**config.mk**
```make
export PLATFORM = sky130hd
export DESIGN_NAME = instr_fetch_ctrl
export DESIGN_NICKNAME = d
export VERILOG_FILES = /design/src/rtl/fetch_pkg.sv /design/src/rtl/fetch_queue.sv /design/src/rtl/instr_fetch_ctrl.sv
export SDC_FILE = /design/constraint.sdc
export NUM_CORES = 1
export LEC_CHECK = 0
export CAP_MARGIN = 20
export CORE_ASPECT_RATIO = 1.5
export CORE_MARGIN = 2
export CORE_UTILIZATION = 51
export CTS_CLUSTER_SIZE = 8
export DETAILED_ROUTE_END_ITERATION = 10
export HOLD_SLACK_MARGIN = 0.15
export PLACE_DENSITY = 0.79
export SYNTH_ARGS = -nofsm -noshare
export SYNTH_HDL_FRONTEND = slang
export SYNTH_SLANG_ARGS = --single-unit
```
**constraint.sdc**
```tcl
create_clock -name clk -period 4.7 [get_ports clk]
set_input_delay 0.94 -clock clk [delete_from_list [all_inputs] [get_ports clk]]
set_output_delay 0.94 -clock clk [all_outputs]
set_load 0.01 [all_outputs]
```
**src/rtl/fetch_pkg.sv**
```systemverilog
`default_nettype none
// ============================================================================
// Module  : fetch_pkg
// Purpose : Shared types and default constants for the instruction fetch path.
// Revision: 1.0 - initial release
// ============================================================================
package fetch_pkg;

    localparam int c_MEM_DEPTH_DEFAULT = 1024;
    localparam int c_RESET_PC_DEFAULT  = 0;

    typedef enum logic [0:0] {
        IDLE = 1'b0,
        WAIT = 1'b1
    } fetch_state_t;

    typedef struct packed {
        logic [31:0] pc;
        logic [31:0] instr;
    } fetch_entry_t;

endpackage
`default_nettype wire

```
**src/rtl/fetch_queue.sv**
```systemverilog
`default_nettype none
// ============================================================================
// Module  : fetch_queue
// Purpose : QDEPTH-entry synchronous FIFO of {pc,instr} entries with flush.
// Revision: 1.0 - initial release
// ============================================================================
module fetch_queue
    import fetch_pkg::*;
#(
    parameter int QDEPTH = 2
) (
    input  logic         clk,
    input  logic         rst,
    input  logic         i_push,
    input  fetch_entry_t i_data,
    input  logic         i_pop,
    input  logic         i_flush,
    output fetch_entry_t o_head,
    output logic         o_full,
    output logic         o_empty
);

    localparam int c_PTR_W = $clog2(QDEPTH);

    fetch_entry_t         r_mem [QDEPTH];
    logic [c_PTR_W-1:0]   r_wr_ptr;
    logic [c_PTR_W-1:0]   r_rd_ptr;
    logic [c_PTR_W:0]     r_count;
    logic                 w_pop;
    logic                 w_push;

    assign o_empty = (r_count == '0);
    assign o_full  = (r_count == (c_PTR_W+1)'(QDEPTH));
    assign o_head  = r_mem[r_rd_ptr];

    // A push into a full queue is accepted when the head leaves in the same cycle.
    assign w_pop  = i_pop & ~o_empty;
    assign w_push = i_push & (~o_full | w_pop);

    always_ff @(posedge clk) begin
        if (rst) begin
            r_wr_ptr <= '0;
            r_rd_ptr <= '0;
            r_count  <= '0;
            for (int i = 0; i < QDEPTH; i++) begin
                r_mem[i] <= '0;
            end
        end else if (i_flush) begin
            r_wr_ptr <= '0;
            r_rd_ptr <= '0;
            r_count  <= '0;
        end else begin
            if (w_push) begin
                r_mem[r_wr_ptr] <= i_data;
                r_wr_ptr        <= r_wr_ptr + c_PTR_W'(1);
            end
            if (w_pop) begin
                r_rd_ptr <= r_rd_ptr + c_PTR_W'(1);
            end
            case ({w_push, w_pop})
                2'b10:   r_count <= r_count + (c_PTR_W+1)'(1);
                2'b01:   r_count <= r_count - (c_PTR_W+1)'(1);
                default: r_count <= r_count;
            endcase
        end
    end

endmodule
`default_nettype wire

```
**src/rtl/instr_fetch_ctrl.sv**
```systemverilog
`default_nettype none
// ============================================================================
// Module  : instr_fetch_ctrl
// Purpose : PC owner and fetch sequencer; waits out memory latency and queues
//           {pc,instr} pairs to decode, with redirect/flush and fetch enable.
// Revision: 1.0 - initial release
// ============================================================================
module instr_fetch_ctrl
    import fetch_pkg::*;
#(
    parameter int MEM_LATENCY = 2,
    parameter int MEM_DEPTH   = c_MEM_DEPTH_DEFAULT,
    parameter int RESET_PC    = c_RESET_PC_DEFAULT,
    parameter int QDEPTH      = 2
) (
    input  logic        clk,
    input  logic        reset,
    input  logic        fetch_en,
    output logic [31:0] imem_addr,
    input  logic [31:0] imem_rdata,
    input  logic        redirect_valid,
    input  logic [31:0] redirect_pc,
    output logic        out_valid,
    output logic [31:0] out_instr,
    output logic [31:0] out_pc,
    input  logic        out_ready
);

    localparam int                 c_LAT_W      = (MEM_LATENCY > 1) ? $clog2(MEM_LATENCY) : 1;
    localparam logic [c_LAT_W-1:0] c_LAT_RELOAD = c_LAT_W'(MEM_LATENCY - 1);
    localparam logic [31:0]        c_DEPTH      = 32'(MEM_DEPTH);
    localparam logic [31:0]        c_RESET_PC   = 32'(RESET_PC % MEM_DEPTH);

    fetch_state_t         r_state;
    logic [31:0]          r_pc;
    logic [c_LAT_W-1:0]   r_lat_cnt;

    logic                 w_capture_due;
    logic                 w_pop;
    logic                 w_slot;
    logic                 w_push;
    logic                 w_full;
    logic                 w_empty;
    logic [31:0]          w_pc_next;
    logic [31:0]          w_redirect_pc;
    fetch_entry_t         w_push_data;
    fetch_entry_t         w_head;

    assign imem_addr     = r_pc;
    assign w_capture_due = (r_state == WAIT) && (r_lat_cnt == '0);
    assign w_pop         = out_ready & out_valid;
    assign w_slot        = ~w_full | w_pop;
    // A redirect in the capture cycle kills the word fetched from the old path.
    assign w_push        = w_capture_due & w_slot & ~redirect_valid;
    assign w_pc_next     = (r_pc == c_DEPTH - 32'd1) ? '0 : r_pc + 32'd1;
    assign w_redirect_pc = redirect_pc % c_DEPTH;
    assign w_push_data   = '{pc: r_pc, instr: imem_rdata};

    always_ff @(posedge clk) begin
        if (reset) begin
            r_state   <= IDLE;
            r_pc      <= c_RESET_PC;
            r_lat_cnt <= '0;
        end else if (redirect_valid) begin
            r_pc      <= w_redirect_pc;
            r_lat_cnt <= c_LAT_RELOAD;
            r_state   <= fetch_en ? WAIT : IDLE;
        end else begin
            case (r_state)
                IDLE: begin
                    if (fetch_en) begin
                        r_state   <= WAIT;
                        r_lat_cnt <= c_LAT_RELOAD;
                    end
                end
                WAIT: begin
                    if (r_lat_cnt != '0) begin
                        r_lat_cnt <= r_lat_cnt - c_LAT_W'(1);
                    end else if (w_slot) begin
                        r_pc <= w_pc_next;
                        if (fetch_en) begin
                            r_lat_cnt <= c_LAT_RELOAD;
                        end else begin
                            r_state <= IDLE;
                        end
                    end
                end
                default: r_state <= IDLE;
            endcase
        end
    end

    fetch_queue #(
        .QDEPTH (QDEPTH)
    ) u_queue (
        .clk     (clk),
        .rst     (reset),
        .i_push  (w_push),
        .i_data  (w_push_data),
        .i_pop   (out_ready),
        .i_flush (redirect_valid),
        .o_head  (w_head),
        .o_full  (w_full),
        .o_empty (w_empty)
    );

    assign out_valid = ~w_empty;
    assign out_pc    = w_head.pc;
    assign out_instr = w_head.instr;

endmodule
`default_nettype wire
```
==> results of run 1 <==
==> cells in the mapped netlist (2+ instances only) <==
master | instances | area (µm²)
a211oi_1 | 2 | 15.01
a21o_1 | 4 | 30.03
a21oi_1 | 15 | 75.07
a22oi_1 | 2 | 15.01
a31oi_1 | 5 | 31.28
and2_1 | 119 | 744.5
and3_1 | 3 | 18.77
and4_1 | 4 | 35.03
buf_1 | 2 | 7.510
buf_2 | 5 | 25.02
clkbuf_1 | 33 | 123.9
dfxtp_1 | 39 | 780.8
edfxtp_1 | 128 | 3844
ha_1 | 2 | 25.02
inv_1 | 10 | 37.54
mux2_2 | 64 | 720.7
nand2_1 | 19 | 71.32
nand3_1 | 10 | 50.05
nand4_1 | 12 | 75.07
nor2_1 | 27 | 101.4
nor3_1 | 3 | 15.01
nor3b_1 | 2 | 15.01
nor4_1 | 29 | 181.4
nor4b_1 | 2 | 17.52
o21ai_0 | 10 | 50.05
or2_2 | 4 | 25.02
or3_1 | 10 | 62.56
or4_1 | 8 | 60.06
xnor2_1 | 15 | 131.4
xor2_1 | 4 | 35.03
==> layout make-up <==
type	count	area share (%)
sequential	167	47.70
multi-input combinational	384	27.64
timing repair buffer	151	15.77
clock buffer	22	5.083
tap	196	2.529
clock inverter	10	0.9031
inverter	10	0.3870
==> report_power, final <==
group | total, mW | leakage [nW] | internal [mW] | switching [mW]
registers | 1.66 | 1.64 | 1.64 | 0.0243
clock network | 1.35 | 0.298 | 0.803 | 0.548
logic | 0.233 | 1.47 | 0.127 | 0.106
total | 3.24 | 3.41 | 2.57 | 0.678
==> flip-flops by register name (all words and copies together) (netlist names), named ones only <==
name and flops:
u_queue.r_wr_ptr 1, u_queue.r_rd_ptr 1, imem_addr 32, u_queue.r_mem 128, r_state 1, r_lat_cnt 1
u_queue.r_count 2
==> metal layers <==
layer / GRT usage (%) / part of all wire, % / vias to the layer above / wire (µm)
met5: 0 / 0 / - / 0
met2: 38.16 / 54 / 176 / 8933
met1: 25.28 / 38 / 2514 / 6266
li1: - / - / 2439 / -
met4: 9.273 / 2.6 / 0 / 435
met3: 4.404 / 5.1 / 23 / 836
==> cells by family after synthesis <==
| group | share of synthesized area (%) |
|---|---|
| xor+xnor | 2.223 |
| buf+inv | 2.590 |
| simple gates | 20.15 |
| flops | 61.76 |
| fa+ha+maj | 0.3342 |
| compound gates | 3.309 |
| mux | 9.626 |
==> worst max-delay path, cell delays in order, from the launching register on <==
cell and delay (ns):
dfxtp_2 0.87, buf_12 0.30, mux2_2 0.36, clkdlybuf4s50_1 0.53
==> worst max path at each step <==
stage / from / end / slack [ns] / cells after the start
4_1_cts: flip-flop / out_pc[0] / 1.20 / 3
2_1_floorplan: out_ready / u_queue.r_mem[1][0]$_SDFFCE_PN0P_ / 0.98 / 6
5_1_grt: flip-flop / out_pc[0] / 1.12 / 3
3_3_place_gp: out_ready / u_queue.r_mem[0][26]$_SDFFCE_PN0P_ / 1.0 / 6
6_report: flip-flop / out_pc[9] / 1.25 / 3
3_5_place_dp: out_ready / u_queue.r_mem[0][35]$_SDFFCE_PN0P_ / 0.93 / 6
==> metrics by stage <==
stage	std cells	utilization [%]	hold slack (ns)	worst slack, ns	instance area, µm²
2_1_floorplan	601	-	0.4616	0.9814	7487
3_3_place_gp	908	63.06	0.4864	0.9998	9117
3_5_place_dp	908	63.06	0.5030	0.9347	9117
4_1_cts	940	67.07	0.5134	1.204	9698
5_1_grt	940	67.07	0.5613	1.123	9698
6_report	940	67.07	0.5061	1.247	9698
==> cells in the final DEF (no fill, tap or decap), types with 8 or more instances in the layout <==
cell type / n
xnor2_1: 15
o21ai_0: 10
or4_1: 8
nand3_1: 10
dfxtp_1: 38
nand2_1: 19
inv_1: 10
nand4_1: 12
mux2_2: 64
a21oi_1: 15
and2_1: 119
clkdlybuf4s50_1: 143
clkbuf_16: 18
nor2_1: 27
or3_1: 10
nor4_1: 29
edfxtp_1: 128
==> flow_metrics.tcl, run 1 <==
set metrics [dict create \
    crit_arrival_ns 2.51 \
    die_y_um 152.4 \
    die_area_um2 15690 \
    root_buffer "clkbuf_16" \
    async_flop_share_pct 0 \
    hold_buffers 0 \
    cts_resized 0 \
    cts_setup_buffers 0 \
    port_buffers 143 \
    critical_path_class "flip-flop to output port" \
    slew_viol_final 0 \
    drive_gt1_share_pct 15.19 \
    multi_input_area_um2 2680 \
    start_util_pct 51.78 \
    cts.sinks 167 \
    cts_made_buffers 17 \
    dr.pass1.iters 5 \
    synth_area_um2 7487 \
    max_cap_viol_count 0 \
    r2r_cells 5 \
    nFillCells 1126 \
    dp_hpwl_um 10850 \
    hold_start "u_queue.r_count[1]$_SDFFE_PP0P_" \
    antenna_found_initial 0 \
    worst_setup_path_end_kind "output port" \
    rows 54 \
    yosysSeqAreaShare_pct 61.76 \
    synth_ff_type "edfxtp_1" \
    num_antenna_cells 0 \
    die_w_um 102.9 \
    wirelength_um 16470 \
    critPathRequiredTime_ns 3.76 \
    period_needed_ns 3.453 \
    drc_errors 0 \
    grt_pass1_wl_um 26510 \
    htreeDepth 4 \
    initialDrtViolationCount 223 \
    ant_nets 0 \
    p_per_area_nw_per_um2 334.6 \
    grtUsageTotal_pct 21.77 \
    fmax_ghz 0.2896 \
    final-seq-area_um2 4626 \
    p_leak_nw 3.409 \
    syn_inst 601 \
    crit_fanout 33 \
    avgSynthCellArea_um2 12.46 \
    synthesis.nets 672 \
    cts_tree "yes" \
    fin_nets 802 \
    worstHoldPathCells 2 \
    startpoint_type "flip-flop" \
    wl_per_cell_um 17.52 \
    viasPerCell 5.481 \
    r2r_end "u_queue.r_mem[0][43]$_SDFFCE_PN0P_" \
    clock-skew-final_ns 0.008211 \
    gp_congestion 0.8649 \
    cts_buffer_depth 2 \
    hp-class "flip-flop to flip-flop" \
    worst-slew-pin-transition_ns 0.8526 \
    r2r-start "u_queue.r_count[0]$_SDFFE_PP0P_" \
    status "finished clean" \
    ys_types 39 \
    hold_path_end "u_queue.r_count[1]$_SDFFE_PP0P_" \
    coreArea_um2 14460 \
    globalRouteOverflowTotal 0 \
    ys_ff_latch 167 \
    clkTransAtPathRegs_ns 0.06 \
    grt_pass1_vias 5357 \
    setup-tns-final_ns 0 \
    grt_max_degree 59 \
    rsz0062_at_grt "no" \
    r2r_slack_ns 1.89 \
    power_mw 3.245 \
    peakVddDrop_mv 0.2289 \
    vias 5152 \
    syn2layout_area_growth_pct 29.53 \
    io_pins 166 \
    clock_latency_ns 0.41 \
    hold_viol 0 \
    synth_enable_flop_cells 128 \
    fin_crit_sh_pct 73.46 \
    relSlewSlack_pct 43.16 \
    finalSetupViolCount 0 \
    ys_warn_count 0 \
]
Note: power is estimated with default switching activity, not from simulation.
==> run 2, diff against run 1 <==
clock period = 3.5 ns   (was 4.7 ns; I/O delays follow)
==> flow_metrics.tcl, run 2 (synthesis gave the netlist of run 1 again) <==
set metrics [dict create \
    drive_gt1_share_pct 15.37 \
    grtUsageTotal_pct 21.78 \
    dr.pass1.iters 4 \
    grt_max_degree 65 \
    critPathRequiredTime_ns 3.84 \
    largest_reg_flops 128 \
    nFillCells 1084 \
    viasPerCell 5.520 \
    antenna_found_initial 0 \
    drc_errors 0 \
    final_cell_mix "clkdlybuf4s50_1 (143), edfxtp_1 (128), and2_1 (119), mux2_2 (64), dfxtp_1 (38)" \
    globalRouteOverflowTotal 0 \
    hp-class "flip-flop to flip-flop" \
    clock-skew-final_ns 0.01092 \
    period_needed_ns 2.730 \
    critical_path_class "primary input to flip-flop" \
    start_util_pct 51.78 \
    status "finished clean" \
    crit_arrival_ns 3.07 \
    rsz0062_at_grt "no" \
    cts.sinks 167 \
    syn2layout_area_growth_pct 30.05 \
    relSlewSlack_pct 62.66 \
    port_buffers 143 \
    hold_viol 0 \
    wirelength_um 16660 \
    worst_setup_path_end_kind "flip-flop" \
    vias 5211 \
    finalSetupViolCount 0 \
    hold_slack_ns 0.5160 \
    crit_fanout 16 \
    ant_nets 0 \
    die_y_um 152.4 \
    wl_per_cell_um 17.65 \
    setup-tns-final_ns 0 \
    die_area_um2 15690 \
    fmax_ghz 0.3664 \
    peakVddDrop_mv 0.3071 \
    power_switching_mw 0.9390 \
    htreeDepth 4 \
    max_cap_viol_count 0 \
    p_per_area_nw_per_um2 455.3 \
    slew_viol_final 0 \
    grt_pass1_wl_um 26440 \
    root_buffer "clkbuf_16" \
    fin_nets 806 \
    power_frac_clock_pct 42.6 \
    seqPwrFrac_pct 50.3 \
    num_antenna_cells 0 \
    hold_buffers 0 \
    fin_util_pct 67.34 \
    p_leak_nw 3.405 \
    cts_buffer_depth 2 \
    comb_power_share_pct 7.0 \
    rows 54 \
    io_pins 166 \
    p_int_mw 3.494 \
    die_w_um 102.9 \
    switching_share_pct 21.18 \
    top_register "u_queue.r_mem" \
    dp_hpwl_um 10680 \
    fin_crit_sh_pct 77.99 \
    initialDrtViolationCount 234 \
    cts_setup_buffers 0 \
    coreArea_um2 14460 \
    gp_congestion 0.8900 \
    cts_resized 0 \
    final_common_cell "clkdlybuf4s50_1" \
    startpoint_type "primary input" \
    grt_pass1_vias 5348 \
    clkTransAtPathRegs_ns 0.07 \
    clock_latency_ns 0.42 \
    cts_made_buffers 17 \
    cts_tree "yes" \
    worst-slew-pin-transition_ns 0.5601 \
]
-- run 2: worst paths after layout --
kind,from,slack [ns],end,cells after the start
worst min-delay path,u_queue.r_count[1]$_SDFFE_PP0P_,0.52,u_queue.r_count[1]$_SDFFE_PP0P_,2
worst max register to register,imem_addr[5]$_SDFFE_PP0P_,0.91,imem_addr[29]$_SDFFE_PP0P_,5
worst min register to register,u_queue.r_count[1]$_SDFFE_PP0P_,0.52,u_queue.r_count[1]$_SDFFE_PP0P_,2
worst max-delay path,out_ready,0.77,u_queue.r_count[1]$_SDFFE_PP0P_,8
-- run 2: area by class of cell --
cell class	instances	area, µm²	share of cell area [%]
inverters	10	37.54	0.3855
clock buffers	17	425.4	4.369
well taps	196	245.2	2.519
multi-input cells	384	2680	27.53
flip-flops and latches	167	4626	47.51
clock inverters	15	176.4	1.812
repair buffers	155	1546	15.88
-- run 2: worst max-delay path: stages --
cell,delay [ns]
clkdlybuf4s50_1,0.43
nor3b_1,0.47
or2_2,0.43
nor2_1,0.18
inv_1,0.09
ha_1,0.26
or3_1,0.35
a21oi_1,0.16
-- run 2: metrics by stage --
step	worst slack [ns]	std cells	total power [mW]	instance area [µm²]
2_1_floorplan	0.02136	601	2.396	7487
3_3_place_gp	0.4250	912	2.576	9135
3_5_place_dp	0.3880	912	2.586	9135
4_1_cts	0.7756	944	4.466	9737
5_1_grt	0.6271	944	4.562	9737
6_report	0.7705	944	4.433	9737
-- run 2: power groups by stage --
stage | combinational, mW | sequential, mW | clock, mW
3_5_place_dp | 0.313 | 2.27 | 0
3_3_place_gp | 0.309 | 2.27 | 0
6_report | 0.312 | 2.23 | 1.89
2_1_floorplan | 0.129 | 2.27 | 0
4_1_cts | 0.316 | 2.23 | 1.92
5_1_grt | 0.335 | 2.24 | 1.99
-- run 2: routing by layer --
layer / up-vias / routed length, µm / global-route usage, %
met3: 36 / 679 / 3.303
met5: - / 0 / 0
met2: 178 / 8839 / 37.23
met1: 2544 / 6597 / 26.59
li1: 2453 / - / -
met4: 0 / 544 / 10.03
==> run 3, diff against run 2 <==
CORE_UTILIZATION = 46   (was 51)
PLACE_DENSITY = 0.75   (was 0.79)
clock period = 2.5 ns   (was 3.5 ns; I/O delays follow)
==> flow_metrics.tcl, run 3 (synthesis gave the netlist of run 1 again) <==
set metrics [dict create \
    dp_hpwl_um 11960 \
    comb_power_share_pct 7.9 \
    cts.sinks 167 \
    finalSetupViolCount 0 \
    drive_gt1_share_pct 18.19 \
    crit_fanout 25 \
    startpoint_type "flip-flop" \
    worst-slew-pin-transition_ns 0.5140 \
    root_buffer "clkbuf_16" \
    fin_crit_sh_pct 97.45 \
    peakVddDrop_mv 0.4125 \
    gp_congestion 0.8710 \
    power_frac_clock_pct 41.3 \
    clock_latency_ns 0.41 \
    antenna_found_initial 0 \
    nFillCells 1255 \
    cts_buffer_depth 2 \
    cts_made_buffers 17 \
    power_switching_mw 1.287 \
    p_int_mw 4.837 \
    top_register "u_queue.r_mem" \
    ant_nets 0 \
    max_cap_viol_count 0 \
    r2r_end "imem_addr[18]$_SDFFE_PP0P_" \
    dpl_cell_area_um2 9409 \
    cts_tree "yes" \
    dr.pass1.iters 4 \
    grt_pass1_wl_um 28030 \
    port_buffers 143 \
    coreArea_um2 16050 \
    r2r-start "imem_addr[1]$_SDFFE_PP0P_" \
    grt_max_degree 59 \
    status "finished clean" \
    htreeDepth 4 \
    wirelength_um 17420 \
    hold_buffers 0 \
    rows 57 \
    fin_nets 833 \
    setup-tns-final_ns 0 \
    die_w_um 108.2 \
    die_y_um 160.3 \
    r2r_cells 6 \
    largest_reg_flops 128 \
    wl_per_cell_um 17.76 \
    p_leak_nw 3.581 \
    period_needed_ns 2.436 \
    viasPerCell 5.462 \
    final_common_cell "clkdlybuf4s50_1" \
    crit_arrival_ns 1.94 \
    critPathCapture "out_pc[9]" \
    clock-skew-final_ns 0.009089 \
    r2r_slack_ns 0.17 \
    vias 5358 \
    critical_path_class "flip-flop to output port" \
    hold_viol 0 \
    final_area_um2 10040 \
    syn2layout_area_growth_pct 34.14 \
    seqPwrFrac_pct 50.9 \
    num_antenna_cells 0 \
    drc_errors 0 \
    fmax_ghz 0.4105 \
    start_util_pct 46.66 \
    initialDrtViolationCount 253 \
    switching_share_pct 21.02 \
    clkTransAtPathRegs_ns 0.06 \
    critPathRequiredTime_ns 2.00 \
    io_pins 166 \
    final_cell_mix "clkdlybuf4s50_1 (143), edfxtp_1 (128), and2_1 (119), mux2_2 (64), dfxtp_1 (38)" \
    place_worst_setup_slack_ns -0.1657 \
    relSlewSlack_pct 65.73 \
    worst_setup_path_end_kind "output port" \
    p_per_area_nw_per_um2 609.7 \
    slew_viol_final 0 \
    globalRouteOverflowTotal 0 \
    grt_pass1_vias 5724 \
    die_area_um2 17330 \
    fin_ws_ns 0.06371 \
    grtUsageTotal_pct 20.65 \
    hp-class "flip-flop to flip-flop" \
]
==> run 3: cell count changes in the layout (fill, tap and decap cells not counted), sizes merged <==
| cell | change |
|---|---|
| clkinvlp | -3 |
| bufinv | -2 |
| inv | +1 |
| clkinv | -2 |
| clkbuf | +7 |
| buf | +26 |
==> run 3: metal layers <==
layer / part of all wire [%] / wire length, µm / GRT usage (%)
met5: 0 / 0 / 0
met4: 3.1 / 548 / 8.800
met3: 4.2 / 725 / 3.388
met2: 55 / 9497 / 37.42
met1: 38 / 6648 / 23.60
==> run 3: worst min-delay path by stage <==
stage,startpoint,end,slack [ns],depth (start not counted)
6_report,u_queue.r_count[1]$_SDFFE_PP0P_,u_queue.r_count[1]$_SDFFE_PP0P_,0.51,2
2_1_floorplan,u_queue.r_count[1]$_SDFFE_PP0P_,u_queue.r_count[1]$_SDFFE_PP0P_,0.46,2
3_5_place_dp,u_queue.r_count[1]$_SDFFE_PP0P_,u_queue.r_count[1]$_SDFFE_PP0P_,0.51,2
3_3_place_gp,u_queue.r_count[1]$_SDFFE_PP0P_,u_queue.r_count[1]$_SDFFE_PP0P_,0.47,2
5_1_grt,u_queue.r_count[1]$_SDFFE_PP0P_,u_queue.r_count[1]$_SDFFE_PP0P_,0.55,2
4_1_cts,u_queue.r_count[1]$_SDFFE_PP0P_,u_queue.r_count[1]$_SDFFE_PP0P_,0.52,2
==> run 3: worst max-delay path: stages, from the launching register on <==
cell and delay [ns]:
dfxtp_4 0.44, buf_12 0.22, mux2_2 0.35, clkdlybuf4s50_1 0.52
==> run 3: power by group through the flow <==
stage	Sequential, mW	Combinational (mW)	Clock (mW)
finish	3.12	0.482	2.53
global route	3.12	0.516	2.69
CTS	3.12	0.487	2.58
detailed placement	3.18	0.484	0
global placement	3.17	0.475	0
floorplan	3.17	0.183	0
==> run 3: metrics by stage <==
| step | hold slack, ns | cells | utilization [%] | power, mW |
|---|---|---|---|---|
| 3_3_place_gp | 0.4726 | 944 | 58.64 | 3.642 |
| 3_5_place_dp | 0.5106 | 944 | 58.64 | 3.660 |
| 6_report | 0.5146 | 981 | 62.59 | 6.124 |
| 5_1_grt | 0.5458 | 981 | 62.59 | 6.332 |
| 2_1_floorplan | 0.4616 | 601 | - | 3.353 |
| 4_1_cts | 0.5180 | 976 | 62.25 | 6.179 |
==> run 3: area by class of cell <==
class,instances,area [µm²],area share [%]
Clock inverter,9,87.58,0.8721
Clock buffer,23,489.2,4.871
Tap cell,206,257.7,2.566
Multi-Input combinational cell,384,2689,26.77
Timing Repair Buffer,182,1854,18.46
Sequential cell,167,4628,46.08
Inverter,10,37.54,0.3737
==> run 3: what timing repair did <==
action | 4_1_cts | 5_1_grt
buffers inserted | 0 | 4
resized for setup | 1 | 1
gates cloned | 0 | 1
endpoints found under the setup margin | 55 | 21
